`src/rtl/glb_bank_sched.sv`:
```
// Per-bank access scheduler for a single-ported GLB bank: round-robin grant,
// registered issue onto the bank ports, and tag-based read response routing.
module glb_bank_sched #(
  parameter int NUM_REQ    = 3,
  parameter int ADDR_WIDTH = 17,
  parameter int DATA_WIDTH = 64,
  parameter int RD_LATENCY = 2
) (
  input  logic                            clk,
  input  logic                            reset,
  input  logic                            cfg_stall,
  input  logic [NUM_REQ-1:0]              req_valid,
  output logic [NUM_REQ-1:0]              req_ready,
  input  logic [NUM_REQ-1:0]              req_wr,
  input  logic [NUM_REQ*ADDR_WIDTH-1:0]   req_addr,
  input  logic [NUM_REQ*DATA_WIDTH-1:0]   req_data,
  input  logic [NUM_REQ*DATA_WIDTH/8-1:0] req_strb,
  output logic                            bank_wr_en,
  output logic [ADDR_WIDTH-1:0]           bank_wr_addr,
  output logic [DATA_WIDTH-1:0]           bank_wr_data,
  output logic [DATA_WIDTH/8-1:0]         bank_wr_strb,
  output logic                            bank_rd_en,
  output logic [ADDR_WIDTH-1:0]           bank_rd_addr,
  input  logic [DATA_WIDTH-1:0]           bank_rd_data,
  input  logic                            bank_rd_data_valid,
  output logic [NUM_REQ-1:0]              rsp_valid,
  output logic [DATA_WIDTH-1:0]           rsp_data,
  output logic                            err_orphan_rsp
);

  localparam int STRB_W = DATA_WIDTH / 8;
  localparam int ID_W   = (NUM_REQ > 1) ? $clog2(NUM_REQ) : 1;

  logic [ID_W-1:0]       r_rr_ptr;
  logic [NUM_REQ-1:0]    w_grant;
  logic [ID_W-1:0]       w_gnt_id;
  logic                  w_found;
  int unsigned           w_best_dist;
  int unsigned           w_dist;
  logic                  w_xfer;
  logic                  w_gnt_wr;
  logic [ADDR_WIDTH-1:0] w_gnt_addr;
  logic [DATA_WIDTH-1:0] w_gnt_data;
  logic [STRB_W-1:0]     w_gnt_strb;

  logic                  r_wr_en;
  logic [ADDR_WIDTH-1:0] r_wr_addr;
  logic [DATA_WIDTH-1:0] r_wr_data;
  logic [STRB_W-1:0]     r_wr_strb;
  logic                  r_rd_en;
  logic [ADDR_WIDTH-1:0] r_rd_addr;
  logic [RD_LATENCY:0]   r_tag_vld;
  logic [ID_W-1:0]       r_tag_id [RD_LATENCY+1];
  logic                  r_err;

  // Priority is the rotational distance from r_rr_ptr; the closest valid requester wins.
  always_comb begin
    w_found     = 1'b0;
    w_gnt_id    = '0;
    w_best_dist = NUM_REQ;
    w_dist      = 0;
    for (int unsigned i = 0; i < NUM_REQ; i++) begin
      w_dist = (i + NUM_REQ - 32'(r_rr_ptr)) % NUM_REQ;
      if (req_valid[i] && (w_dist < w_best_dist)) begin
        w_best_dist = w_dist;
        w_gnt_id    = ID_W'(i);
        w_found     = 1'b1;
      end
    end
    if (cfg_stall || !reset) begin
      w_found = 1'b0;
    end
    w_grant    = '0;
    w_gnt_wr   = 1'b0;
    w_gnt_addr = '0;
    w_gnt_data = '0;
    w_gnt_strb = '0;
    for (int unsigned i = 0; i < NUM_REQ; i++) begin
      if (w_found && (w_gnt_id == ID_W'(i))) begin
        w_grant[i] = 1'b1;
        w_gnt_wr   = req_wr[i];
        w_gnt_addr = req_addr[i*ADDR_WIDTH +: ADDR_WIDTH];
        w_gnt_data = req_data[i*DATA_WIDTH +: DATA_WIDTH];
        w_gnt_strb = req_strb[i*STRB_W +: STRB_W];
      end
    end
  end

  assign req_ready = w_grant;
  assign w_xfer    = w_found;

  always_ff @(posedge clk or negedge reset) begin
    if (!reset) begin
      r_rr_ptr  <= '0;
      r_wr_en   <= 1'b0;
      r_wr_addr <= '0;
      r_wr_data <= '0;
      r_wr_strb <= '0;
      r_rd_en   <= 1'b0;
      r_rd_addr <= '0;
      r_tag_vld <= '0;
      for (int unsigned s = 0; s <= RD_LATENCY; s++) begin
        r_tag_id[s] <= '0;
      end
      r_err     <= 1'b0;
    end else begin
      if (w_xfer) begin
        r_rr_ptr <= (w_gnt_id == ID_W'(NUM_REQ - 1)) ? '0 : w_gnt_id + 1'b1;
      end
      r_wr_en <= w_xfer & w_gnt_wr;
      r_rd_en <= w_xfer & ~w_gnt_wr;
      if (w_xfer && w_gnt_wr) begin
        r_wr_addr <= w_gnt_addr;
        r_wr_data <= w_gnt_data;
        r_wr_strb <= w_gnt_strb;
      end
      if (w_xfer && !w_gnt_wr) begin
        r_rd_addr <= w_gnt_addr;
      end
      // Stage 0 sits alongside bank_rd_en; stage RD_LATENCY lines up with the returning data.
      r_tag_vld[0] <= w_xfer & ~w_gnt_wr;
      r_tag_id[0]  <= w_gnt_id;
      for (int unsigned s = 1; s <= RD_LATENCY; s++) begin
        r_tag_vld[s] <= r_tag_vld[s-1];
        r_tag_id[s]  <= r_tag_id[s-1];
      end
      if (bank_rd_data_valid && !r_tag_vld[RD_LATENCY]) begin
        r_err <= 1'b1;
      end
    end
  end

  always_comb begin
    rsp_valid = '0;
    for (int unsigned i = 0; i < NUM_REQ; i++) begin
      if (bank_rd_data_valid && r_tag_vld[RD_LATENCY] && (r_tag_id[RD_LATENCY] == ID_W'(i))) begin
        rsp_valid[i] = 1'b1;
      end
    end
  end

  assign rsp_data       = bank_rd_data;
  assign bank_wr_en     = r_wr_en;
  assign bank_wr_addr   = r_wr_addr;
  assign bank_wr_data   = r_wr_data;
  assign bank_wr_strb   = r_wr_strb;
  assign bank_rd_en     = r_rd_en;
  assign bank_rd_addr   = r_rd_addr;
  assign err_orphan_rsp = r_err;

endmodule

```
`config.mk`:
```
export PLATFORM = sky130hd
export DESIGN_NAME = glb_bank_sched
export DESIGN_NICKNAME = d
export VERILOG_FILES = /design/src/rtl/glb_bank_sched.sv
export SDC_FILE = /design/constraint.sdc
export NUM_CORES = 1
export LEC_CHECK = 0
export BUFFER_PORTS_ARGS = -buffer_cell sky130_fd_sc_hd__buf_2
export CAP_MARGIN = 20
export CORE_AREA = 4 4 202 204
export CTS_BUF_LIST = sky130_fd_sc_hd__clkbuf_8
export DETAILED_ROUTE_END_ITERATION = 16
export DIE_AREA = 0 0 206 208
export PLACE_DENSITY = 0.49
export SYNTH_ARGS = -nofsm -noshare
export SYNTH_HDL_FRONTEND = slang
export SYNTH_SLANG_ARGS = --single-unit
```
`constraint.sdc`:
```
create_clock -name clk -period 6.2 [get_ports clk]
set_input_delay 0.93 -clock clk [delete_from_list [all_inputs] [get_ports clk]]
set_output_delay 0.93 -clock clk [all_outputs]
set_load 0.05 [all_outputs]
```
After elaboration in Yosys (flattened, before gate mapping)
Index checks and enable logic that the tools add are counted.
W data, S select, Z words.
{ "totals": {"register_bits": 120, "out_inout_bits": 179} }
{ "classes": {"n_div": 3, "n_eq_ne": 4, "add_sub_neg": 4, "reduce_logical": 19, "magnitude_cmp": 3, "bitwise": 3, "muxes": 27} }
{ "op_table": {"columns": ["cell", "count"], "rows": [
  ["$mux W64", 3],
  ["$mod A32 B2 Y32 const B", 3],
  ["$lt A32 B32 Y1", 2],
  ["$mux W32", 2],
  ["$mux W17", 3],
  ["$lt A32 B2 Y1 const B", 1],
  ["$mux W8", 3],
  ["$mux W1", 14],
  ["$logic_and A1 B1 Y1", 13],
  ["$sub A3 B2 Y4 const A", 2],
  ["$eq A2 B1 Y1 const B", 2],
  ["$eq A2 B2 Y1 const B", 2],
  ["$logic_not A2 Y1", 2],
  ["$mux W2", 2],
  ["$logic_not A1 Y1", 3],
  ["$sub A2 B2 Y3 const A", 1],
  ["$add A2 B1 Y2 const B", 1],
  ["$and A1 B1 Y1", 2],
  ["$logic_or A1 B1 Y1", 1],
  ["$not A1 Y1", 1]
]} }

Depth between registers and ports, before layout
Gate-level depths: netlist of the first run.
{ "depth": {"depth_word": 18, "ltp_mapped": 25, "depth_no_buf": 20} }

Worst setup path after synthesis of the first run
OpenSTA, ideal clock, no wires.
{ "synth_timing": {"path_kind": "register -> output", "from": "reg r_rr_ptr[1]", "to": "out req_ready[1]", "required_time_ns": 5.270, "slack_ns": 0.113, "n_path_buf": 3, "stages_incl_launch_ff": 19, "arrival_time_ns": 5.157, "cell_sequence": "dfrtp_1 inv_1 ha_1 nand3b_1 ha_1 o2bb2ai_1 and3_1 nand3_1 clkbuf_1 clkbuf_1 buf_1 o21ai_0 ha_1 and3_1 nand4_1 a2111oi_4 or2_2 inv_1 nor3_1"} }
{ "synth_via": {"elab_chain_len": 14, "word_cells_on_any_way": 23, "classes_between": "add/sub (3); div (3); order compare (3); eq/ne (1); mux (9); reduce/logical (4)"} }
{ "synth_lines": {"columns": ["element", "line", "source"], "rows": [
  ["start: declaration", "34", "logic [ID_W-1:0] r_rr_ptr;"],
  ["start signal: assignment", "108", "r_rr_ptr <= (w_gnt_id == ID_W'(NUM_REQ - 1)) ? '0 : w_gnt_id + 1'b1;"],
  ["$sub A2 B2 Y3", "63", "w_dist = (i + NUM_REQ - 32'(r_rr_ptr)) % NUM_REQ;"],
  ["$mod A32 B2 Y32", "63", null],
  ["$lt A32 B2 Y1", "64", "if (req_valid[i] && (w_dist < w_best_dist)) begin"],
  ["$logic_and A1 B1 Y1", "64", null],
  ["$mux W32", "64", null],
  ["$lt A32 B32 Y1", "64", null],
  ["$logic_and A1 B1 Y1", "64", null],
  ["$mux W32", "64", null],
  ["$lt A32 B32 Y1 *", "64", null],
  ["$logic_and A1 B1 Y1 *", "64", null],
  ["$mux W2 *", "64", null],
  ["net w_gnt_id[1]", "36", "logic [ID_W-1:0] w_gnt_id;"],
  ["$eq A2 B1 Y1 *", "79", "if (w_found && (w_gnt_id == ID_W'(i))) begin"],
  ["$logic_and A1 B1 Y1 *", "79", null],
  ["$mux W1 *", "79", null],
  ["end: declaration", "13", "output logic [NUM_REQ-1:0] req_ready,"]
]} }
The timed path passes the listed nets; every way through them passes the cells marked *.

Final worst setup path of the first run
Same ends and word-level chain as after synthesis.

==> results of run 1 <==
cell usage in the layout, fill, tap and decap left out, drive strengths merged:
cell type  count
a2111oi        1
a211oi         3
a21boi         1
a21o           3
a21oi         39
a221o         17
a31oi          1
and2           1
and3          22
buf          408
bufinv         2
clkbuf        19
clkinv         4
clkinvlp       3
conb           9
dfrtp        119
ha            21
inv           14
mux2i          4
nand2         77
nand2b         5
nand3        146
nand3b         1
nand4          2
nor2          23
nor2b          3
nor3          22
nor3b          2
nor4           1
o21ai         22
o221a         73
o221ai         1
o22ai          2
o2bb2ai        1
o311ai         1
or2            2
or3           18
worst max path at each step:
stage / end / slack, ns / cells after the start
6_report: req_ready[1] / 0.38 / 18
5_1_grt: req_ready[1] / 0.04 / 18
4_1_cts: req_ready[1] / 0.34 / 18
3_5_place_dp: req_ready[1] / 0.92 / 18
3_3_place_gp: req_ready[1] / 1.06 / 18
2_1_floorplan: req_ready[1] / 0.11 / 18
state kept, by name, indices dropped and copies added (netlist names):
register / cells
r_tag_vld: 3
bank_wr_en: 1
bank_rd_addr: 17
r_rr_ptr: 2
bank_wr_strb: 8
err_orphan_rsp: 1
bank_wr_data: 64
r_tag_id: 6
bank_wr_addr: 17
per-stage QoR:
step	hold WS, ns	instances	worst slack, ns
finish	0.348	1618	0.379
global route	0.362	1618	0.0368
CTS	0.354	1618	0.345
detailed placement	0.335	1588	0.919
global placement	0.336	1587	1.06
floorplan	0.331	784	0.113
kinds of logic after synthesis:
| kind of cell | share of synthesized area (%) |
|---|---|
| AND/OR/NAND/NOR | 22.5 |
| AO/OA/AOI/OAI | 20.2 |
| buffers and inverters | 11.2 |
| flip-flops | 41.9 |
| adder cells (fa/ha/maj) | 3.70 |
| multiplexers | 0.563 |
| other | 0.0527 |
cells in the mapped netlist, types with 12 or more instances:
library cell	instances	area, sq um
or3_1	18	113
o221a_1	69	777
clkbuf_1	42	158
buf_2	16	80.1
a21oi_1	39	195
ha_1	21	263
o21ai_0	21	105
and3_1	22	138
nor3_1	22	110
nand3_1	146	731
a221o_1	17	170
dfrtp_1	119	2980
nand2_1	76	285
inv_1	12	45.0
nor2_1	22	82.6
buf_4	65	488
routing by layer:
| layer | global-route usage, % | up-vias | wire, um |
|---|---|---|---|
| met5 | 0 | - | 27 |
| met1 | 16.9 | 3622 | 12700 |
| li1 | - | 3402 | - |
| met3 | 3.79 | 54 | 2420 |
| met4 | 5.25 | 4 | 805 |
| met2 | 22.1 | 350 | 14600 |
cell type report:
class	count	area (sq um)
clock buffer	19	262
multi-input combinational	524	3410
clock inverter	11	110
sequential	119	2980
inverter	12	45.0
tap	525	657
timing repair buffer	408	2090
fill	4337	29700
power by group:
| group | switching, uW | internal (uW) | total [uW] |
|---|---|---|---|
| Combinational | 2050 | 732 | 2790 |
| Sequential | 220 | 1130 | 1350 |
| Clock | 359 | 367 | 726 |
==> summary.txt, run 1 <==
Min path
  • Hold WC Path Type: reg2reg
  • Hold path cells: 0
  • Hold endpoint: r_tag_id[1]
  • HP Start: r_tag_id[3]

Route
  • 1st-pass router iterations: 7
  • Drt initial violations: 627
  • Wirelength, routed: 30,600 um
  • Routed Antenna Nets: 0
  • Drt wl/cell: around 19 um
  • Vias: 7,432
  • Vias per cell: about 4.6
  • Residual DRC: 0

Worst setup path
  • Max FO, Critical Path: 8
  • CP bufs+invs: 4
  • Crit end category: output port
  • Arrival @ worst endpoint: 4.89 ns
  • Crit path max-delay cell type: dfrtp_1
  • Kind of critical path: reg2out
  • RR Startpoint: r_rr_ptr[1]
  • Critical R2R Capture: bank_wr_strb[1]
  • Largest stage delay, worst path: 0.49 ns
  • Worst Setup SP: r_rr_ptr[1]
  • R2r worst-path depth: 18
  • CP cell instances: inv_1 > ha_1 > nand3b_1 > ha_1 > nand2b_1 > mux2i_1 > nand3_4 > nand2_1 > o21ai_0 > ha_1 > and3_1 > nand4_1 > a2111oi_4 > buf_4 > or2_2 > inv_1 > nor3_1 > buf_2
  • CP dominant cell by count: ha_1
  • Startpoint types: flop
  • CP required: 5.27 ns
  • Crit path max-delay family: simple AND/OR/NAND/NOR gates
  • Reg2Reg Setup Slack: around 1.3 ns

Clocking
  • Worst-path clk slew: 0.07 ns
  • # H-tree levels: 4
  • Clock root cell: clkbuf_8
  • Clk sinks: 119
  • Hold-fix buffers at CTS: 0
  • Post-CTS setup buffer count: 0
  • CTS Buf Count: 17
  • Clock latency on the worst-skew pair: 0.49 ns
  • # resized after CTS: 0
  • CTS tree: yes
  • CTS Buffer Depth: 2

STA
  • Clock Skew: 0.0174 ns
  • Fin. Hold Viols: 0
  • RSZ-0062 raised after global routing: false
  • Tmin final: 5.82 ns
  • Worst-Margin Slew: 1.06 ns
  • Highest clock rate: 172 MHz
  • Relative slew slack: 29.1%
  • Fin crit share: 93.9%
  • Final setup TNS: 0 ns
  • Final Setup Violations: 0
  • Slew Viols, Final: 0

Logic synthesis
  • Post-synth EDFFs: 0
  • Register bit total from synthesis: 119
  • Post-Syn Area: 0.00711 sq mm
  • Mean Syn Cell Area: a little over 9 sq um
  • Mapped Cells: between 700 and 800
  • Seq/Total Area, Yosys: 41.9%
  • Synth Flop Type: dfrtp_1
  • Yosys warns: 0
  • Library cells used by synthesis: 40
  • Async set-or-reset flop fraction in the synthesized netlist: 100%

Layout
  • Share of cells above drive strength 1: 41.4%
  • Final Cell Area: 0.00956 sq mm
  • Core Util, Final: ~24%
  • Fin nets: about 1,400
  • Layout area overhead: 34.4%
  • Inserted Diodes: 0

Power
  • Power per cell area: 509 mW/mm^2
  • Final Power: slightly below 5000 uW
  • Max VDD drop: between 0.00015 and 0.0002 V
  • P_leak: 0.00429 uW

Placement
  • GPL Wtd Cong: 0.846
  • Port Buf Inserts: 391
  • Placed cell area: 0.00919 sq mm
  • Post-DP HPWL: 22,200 um

Global routing
  • Global Route Usage Sum: 13.5%
  • GR Overflow Total: 0
  • Vias in the first global route: 7,317
  • Initial antenna violation count: 2
  • Largest net degree at the start of global routing: 69
  • First-pass GRT wire length: 44,500 um

Die
  • Die Width: between 200 and 250 um
  • IO Pins: 520
  • Core Region: 0.0393 sq mm
  • Cell Rows: 73
  • Die Area: 0.0428 sq mm
  • Initial Util: between 10% and 20%
  • Die height: 208 um

Job
  • Max-cap viol count: 0

Run status
  • Outcome: finished clean
(Power assumes the default switching activity.)
==> run 2: changes to the inputs <==
--- a/config.mk
+++ b/config.mk
@@ -7,10 +7,10 @@
 export LEC_CHECK = 0
 export BUFFER_PORTS_ARGS = -buffer_cell sky130_fd_sc_hd__buf_2
 export CAP_MARGIN = 20
-export CORE_AREA = 4 4 202 204
+export CORE_AREA = 2 2 200 202
 export CTS_BUF_LIST = sky130_fd_sc_hd__clkbuf_8
 export DETAILED_ROUTE_END_ITERATION = 16
-export DIE_AREA = 0 0 206 208
+export DIE_AREA = 0 0 202 204
 export PLACE_DENSITY = 0.49
 export SYNTH_ARGS = -nofsm -noshare
 export SYNTH_HDL_FRONTEND = slang
==> run 2 against run 1 <==
  * Sequential cell count stayed put
  * Hold slack better by 0.0035 ns
  * Core utilization is 0.48 points higher
  * Critical endpoint unchanged
  * Critical path type unchanged
  * Clock-buffer cell count is 3 higher
  * First-iteration DRC count is 13% lower
  * Non-clock buffer count is 4 higher
  * Sequential power hardly changed
  * Highest routed layer unchanged
  * Register-to-register slack worse by 0.28 ns
  * Via count is 0.67% lower
==> summary.txt, run 2 (synthesis gave the netlist of run 1 again) <==
STA
  • Final Setup Violations: 0
  • Fin. Hold Viols: 0
  • Worst-Margin Slew: 0.818 ns
  • Final setup TNS: 0 ns
  • Clock Skew: 0.0135 ns
  • Tmin final: 5.75 ns
  • Worst hold slack: 0.351 ns
  • Relative slew slack: 45.5%
  • RSZ-0062 raised after global routing: false
  • Highest clock rate: 174 MHz
  • Fin worst setup slack: 0.448 ns
  • Slew Viols, Final: 0
  • Fin crit share: ~93%

Worst setup path
  • Worst Setup SP: r_rr_ptr[1]
  • Reg2Reg Setup Slack: between 1 and 1.5 ns
  • CP dominant cell by count: ha_1
  • R2r worst-path depth: 17
  • RR Startpoint: r_rr_ptr[1]
  • Critical R2R Capture: bank_wr_strb[1]
  • Critical Path End: req_ready[1]
  • Largest stage delay, worst path: roughly 0.53 ns
  • Max FO, Critical Path: 8
  • Startpoint types: flop
  • CP cell instances: inv_1 > ha_1 > nand3b_1 > ha_1 > nand2b_1 > mux2i_1 > nand3_4 > nand2_1 > o21ai_0 > ha_1 > and3_1 > nand4_1 > a2111oi_4 > or2_2 > inv_1 > nor3_1 > buf_2
  • Kind of critical path: reg2out
  • Crit path max-delay cell type: a2111oi_4
  • CP required: 5.27 ns
  • Arrival @ worst endpoint: a little under 5 ns
  • Crit end category: output port

Power
  • Power per cell area: 516 mW/mm^2
  • P_leak: 0.00437 uW
  • Max VDD drop: roughly 0.00013 V

Clocking
  • Clock latency on the worst-skew pair: roughly 0.47 ns
  • Worst-path clk slew: 0.08 ns
  • Hold-fix buffers at CTS: 0
  • CTS Buffer Depth: 2
  • CTS Buf Count: 17
  • Clk sinks: 119
  • # resized after CTS: 0
  • # H-tree levels: 4
  • CTS tree: yes
  • Post-CTS setup buffer count: 0
  • Clock root cell: clkbuf_8

Min path
  • Hold WC Path Type: reg2reg

Layout
  • Share of cells above drive strength 1: a little over two fifths
  • Max reg flops: between 60 and 70
  • Layout area overhead: 36.8%
  • Commonest cells after routing, fill and taps aside: buf_2, nand3_1, dfrtp_1
  • Non-Filler Instances: 1,626
  • Fin nets: 1,448
  • Most common cell after layout, fill and taps aside: buf_2
  • Fillcell total: 4,306

Global routing
  • Initial antenna violation count: 4
  • Global Route Usage Sum: between 10% and 20%
  • Vias in the first global route: 7,311
  • GR Overflow Total: 0
  • First-pass GRT wire length: 44,100 um
  • Largest net degree at the start of global routing: 65

Route
  • Vias: around 7,400
  • Residual DRC: 0
  • 1st-pass router iterations: 5
  • Drt initial violations: between 500 and 600
  • Vias per cell: approximately 4.5
  • Drt wl/cell: 18.4 um
  • Wirelength, routed: between 20,000 and 30,000 um
  • Routed Antenna Nets: 0

Die
  • Cell Rows: 73
  • Die height: 204 um
  • Core Region: 0.0392 sq mm
  • Die Area: 0.0412 sq mm
  • Initial Util: 18.1%
  • IO Pins: 520
  • Die Width: 202 um

Placement
  • GPL Wtd Cong: ~0.83
  • Pre-CTS WS: a little under 0.9 ns
  • Post-DP HPWL: about 22,000 um
  • Placed cells: 1,591
  • Port Buf Inserts: 391

Job
  • Max-cap viol count: 0

Run status
  • Outcome: finished clean
==> run 2: changes by cell type in the layout (fill, tap and decap cells not counted), sizes merged <==
cell / previous run / this run
inv: 14 / 13
buf: 408 / 412
bufinv: 2 / 5
clkinv: 4 / 3
clkinvlp: 3 / 1
diode: 0 / 2
clkbuf: 19 / 22
==> run 2: layout make-up <==
cell class                 instances  area [sq um]  area share (%)
multi-input combinational        524          3410            35.1
sequential                       119          2980            30.6
timing repair buffer             412          2140            22.0
tap                              525           657            6.76
clock buffer                      22           303            3.11
clock inverter                    10           189            1.94
inverter                          12          45.0           0.463
antenna                            2          5.00          0.0515
==> run 2: worst min-delay path by stage <==
stage / start / to / slack, ns / depth (start not counted)
final: r_tag_id[5] / r_tag_id[3] / 0.35 / 0
after global routing: r_tag_id[2] / r_tag_id[0] / 0.36 / 0
after CTS: r_tag_id[5] / r_tag_id[3] / 0.35 / 0
after detailed placement: r_tag_id[4] / r_tag_id[2] / 0.34 / 0
after global placement: r_tag_vld[1] / r_tag_vld[2] / 0.34 / 0
after floorplan: r_tag_id[2] / r_tag_id[0] / 0.33 / 0
==> run 2: where the power goes <==
| group | internal (uW) | leakage (uW) | switching [uW] |
|---|---|---|---|
| Clock | 535 | 0.000246 | 349 |
| Combinational | 738 | 0.00275 | 2060 |
| Sequential | 1130 | 0.00137 | 210 |
==> run 2: routing by layer <==
metal  up-vias  routed length (um)  track usage (%)  part of all wire (%)
li1       3419                   -                -                     -
met1      3588               12800             18.1                    43
met2       318               14300             22.1                    48
met3        55                2070             3.73                   6.9
met5         -                   7                0                 0.023
met4         2                 744             5.99                   2.5
==> run 2: critical path: cells and delay by family, from the launching register on <==
| family | cells | cell delay, ns |
|---|---|---|
| and+or+nand+nor | 8 | 1.42 |
| adders and majority gates | 3 | 0.95 |
| AOI/OAI and AO/OA | 2 | 0.61 |
| buffers and inverters | 3 | 0.58 |
| DFF | 1 | 0.48 |
| muxes | 1 | 0.32 |
==> run 2: per-stage QoR <==
stage               utilization [%]  area [sq um]  total power [uW]
floorplan                         -          7140              3440
finish                         24.8          9720              5020
global route                   24.8          9720              5280
global placement               23.5          9220              4140
detailed placement             23.5          9220              4160
CTS                            24.8          9710              5070
==> run 3: changes to the inputs <==
--- a/config.mk
+++ b/config.mk
@@ -11,6 +11,7 @@
 export CTS_BUF_LIST = sky130_fd_sc_hd__clkbuf_8
 export DETAILED_ROUTE_END_ITERATION = 16
 export DIE_AREA = 0 0 202 204
+export GPL_TIMING_DRIVEN = 0
 export PLACE_DENSITY = 0.49
 export SYNTH_ARGS = -nofsm -noshare
 export SYNTH_HDL_FRONTEND = slang
==> run 3 against run 2 <==
  * Final area up 9.4%
  * Final cell count up 11%
  * Routed wire length up 17%
  * Clock-buffer cell count down 4
  * First-iteration DRC count up 6.8%
  * Combinational power up 7.5%
  * Sequential power about the same
==> summary.txt, run 3 (synthesis gave the netlist of run 1 again) <==
STA
  • Relative slew slack: 33.8%
  • Fin worst setup slack: 0.420 ns
  • Fin crit share: a little over 90%
  • Fin. Hold Viols: 0
  • Final Setup Violations: 0
  • Clock Skew: 0.0123 ns
  • Slew Viols, Final: 0
  • Highest clock rate: around 170 MHz
  • RSZ-0062 raised after global routing: false
  • Final setup TNS: 0 ns
  • Worst-Margin Slew: 0.985 ns
  • Tmin final: 5.78 ns

Clocking
  • Worst-path clk slew: around 0.07 ns
  • CTS Buffer Depth: 2
  • # H-tree levels: 4
  • CTS Buf Count: 17
  • CTS tree: yes
  • Clk sinks: 119
  • Hold-fix buffers at CTS: 0
  • Clock latency on the worst-skew pair: 0.48 ns
  • Clock root cell: clkbuf_8

Power
  • Power per cell area: about 490 mW/mm^2
  • P_leak: 0.00496 uW
  • Max VDD drop: 0.000185 V

Route
  • Vias: 8,061
  • Wirelength, routed: 34,900 um
  • 1st-pass router iterations: 7
  • Drt wl/cell: 19.3 um
  • Residual DRC: 0
  • Routed Antenna Nets: 0
  • Vias per cell: 4.47
  • Drt initial violations: 585

Min path
  • Hold path cells: 0
  • Hold WC Path Type: reg2reg

Global routing
  • Vias in the first global route: 7,610
  • First-pass GRT wire length: 49,200 um
  • Largest net degree at the start of global routing: 79
  • Met1 GRT Util: ~21%
  • M2 GR Usage: 26.0%
  • GR Overflow Total: 0
  • M3 GR Usage: 3.03%
  • Global Route Usage Sum: 16.2%
  • Gr busiest metal: met2
  • Initial antenna violation count: 4

Worst setup path
  • Arrival @ worst endpoint: 4.85 ns
  • Crit path max-delay cell type: dfrtp_2
  • CP dominant cell by count: ha_1
  • CP required: 5.27 ns
  • CP cell instances: inv_1 > ha_1 > nand3b_1 > ha_1 > nand2b_1 > mux2i_2 > nand3_2 > buf_4 > clkbuf_8 > buf_2 > nand2_1 > o21ai_0 > ha_1 > and3_1 > nand4_1 > a2111oi_4 > or2_2 > inv_1 > nor3_1 > buf_4
  • R2r worst-path depth: 22
  • Largest stage delay, worst path: 0.44 ns
  • Max FO, Critical Path: 10
  • Startpoint types: flop
  • Kind of critical path: reg2out
  • Crit end category: output port

Run status
  • Outcome: finished clean

Die
  • Die Width: 202 um
  • Initial Util: 18.1%
  • Cell Rows: 73
  • Core Region: slightly below 0.04 sq mm
  • Die height: just over 200 um
  • Die Area: around 0.04 sq mm
  • IO Pins: 520

Job
  • Max-cap viol count: 0

Layout
  • Max reg flops: 64
  • Core Util, Final: 27.1%
  • Non-Filler Instances: 1,803
  • Most common cell after layout, fill and taps aside: buf_2
  • Fin nets: ~1,600
  • Final Cell Area: about 0.011 sq mm
  • Layout area overhead: 49.6%
  • Share of cells above drive strength 1: 46.5%
  • Commonest cells after routing, fill and taps aside: buf_2, nand3_1, dfrtp_1

Placement
  • Placed cells: 1,765
  • Pre-CTS WS: -1.16 ns
  • Port Buf Inserts: approximately 460
  • Placed cell area: 0.0101 sq mm
  • Post-DP HPWL: 27,300 um
  • GPL Wtd Cong: between 0.8 and 0.9
run 3: cell count changes in the layout (fill, tap and decap cells not counted), moves of 2 or more:
cell and delta:
buf_4 +50, dfrtp_1 -2, clkinvlp_4 +2, dfrtp_2 +2
buf_1 +5, clkbuf_8 -3, diode_2 +2, clkbuf_1 +40
buf_2 +79
run 3: final timing paths:
check	slack (ns)	start	endpoint
setup / recovery	0.42	r_rr_ptr[1]	req_ready[0]
hold / removal	0.35	r_tag_id[3]	r_tag_id[1]
setup reg to reg	0.79	r_rr_ptr[1]	bank_wr_strb[5]
hold reg to reg	0.35	r_tag_id[3]	r_tag_id[1]
max in group asynchronous	5.03	reset	bank_wr_strb[1]
min in group asynchronous	0.36	reset	bank_rd_addr[5]
run 3: report_power, final:
group | switching (uW) | internal (uW) | leakage [uW]
Sequential | 218 | 1130 | 0.00137
Clock | 376 | 452 | 0.000217
Combinational | 2210 | 798 | 0.00337
Total | 2800 | 2380 | 0.00496
run 3: area by class of cell:
| class | count | area (sq um) |
|---|---|---|
| fill | 4317 | 28500 |
| multi-input combinational | 524 | 3400 |
| sequential | 119 | 2980 |
| timing repair buffer | 458 | 2330 |
| buffer | 129 | 763 |
| tap | 525 | 657 |
| clock buffer | 18 | 248 |
| clock inverter | 14 | 199 |
| inverter | 12 | 45.0 |
| antenna | 4 | 10.0 |
run 3: per-stage QoR:
step,hold slack [ns],total power (uW)
after CTS,0.343,5220
after detailed placement,0.336,4360
after floorplan,0.331,3440
final,0.351,5180
after global placement,0.333,4340
after global routing,0.356,5460
run 3: worst max-delay path: cells and delay by family, from the launching register on:
family	cells	cell delay (ns)
AO/OA/AOI/OAI	2	0.33
adder cells (fa/ha/maj)	3	0.93
flip-flops	1	0.44
AND/OR/NAND/NOR	8	1.30
buffers and inverters	6	1.13
multiplexers	1	0.22
run 3: routing by layer:
layer	vias to the layer above	routed length, um
li1	3781	-
met1	3871	15300
met2	368	16700
met3	41	2060
met4	0	811
met5	-	0
run 3: timing repair:
item,in CTS,in global routing
cloned,0,0
gates resized for setup,11,8
pin swaps,1,1
endpoints found under the setup margin,112,3
buffers inserted,1,1
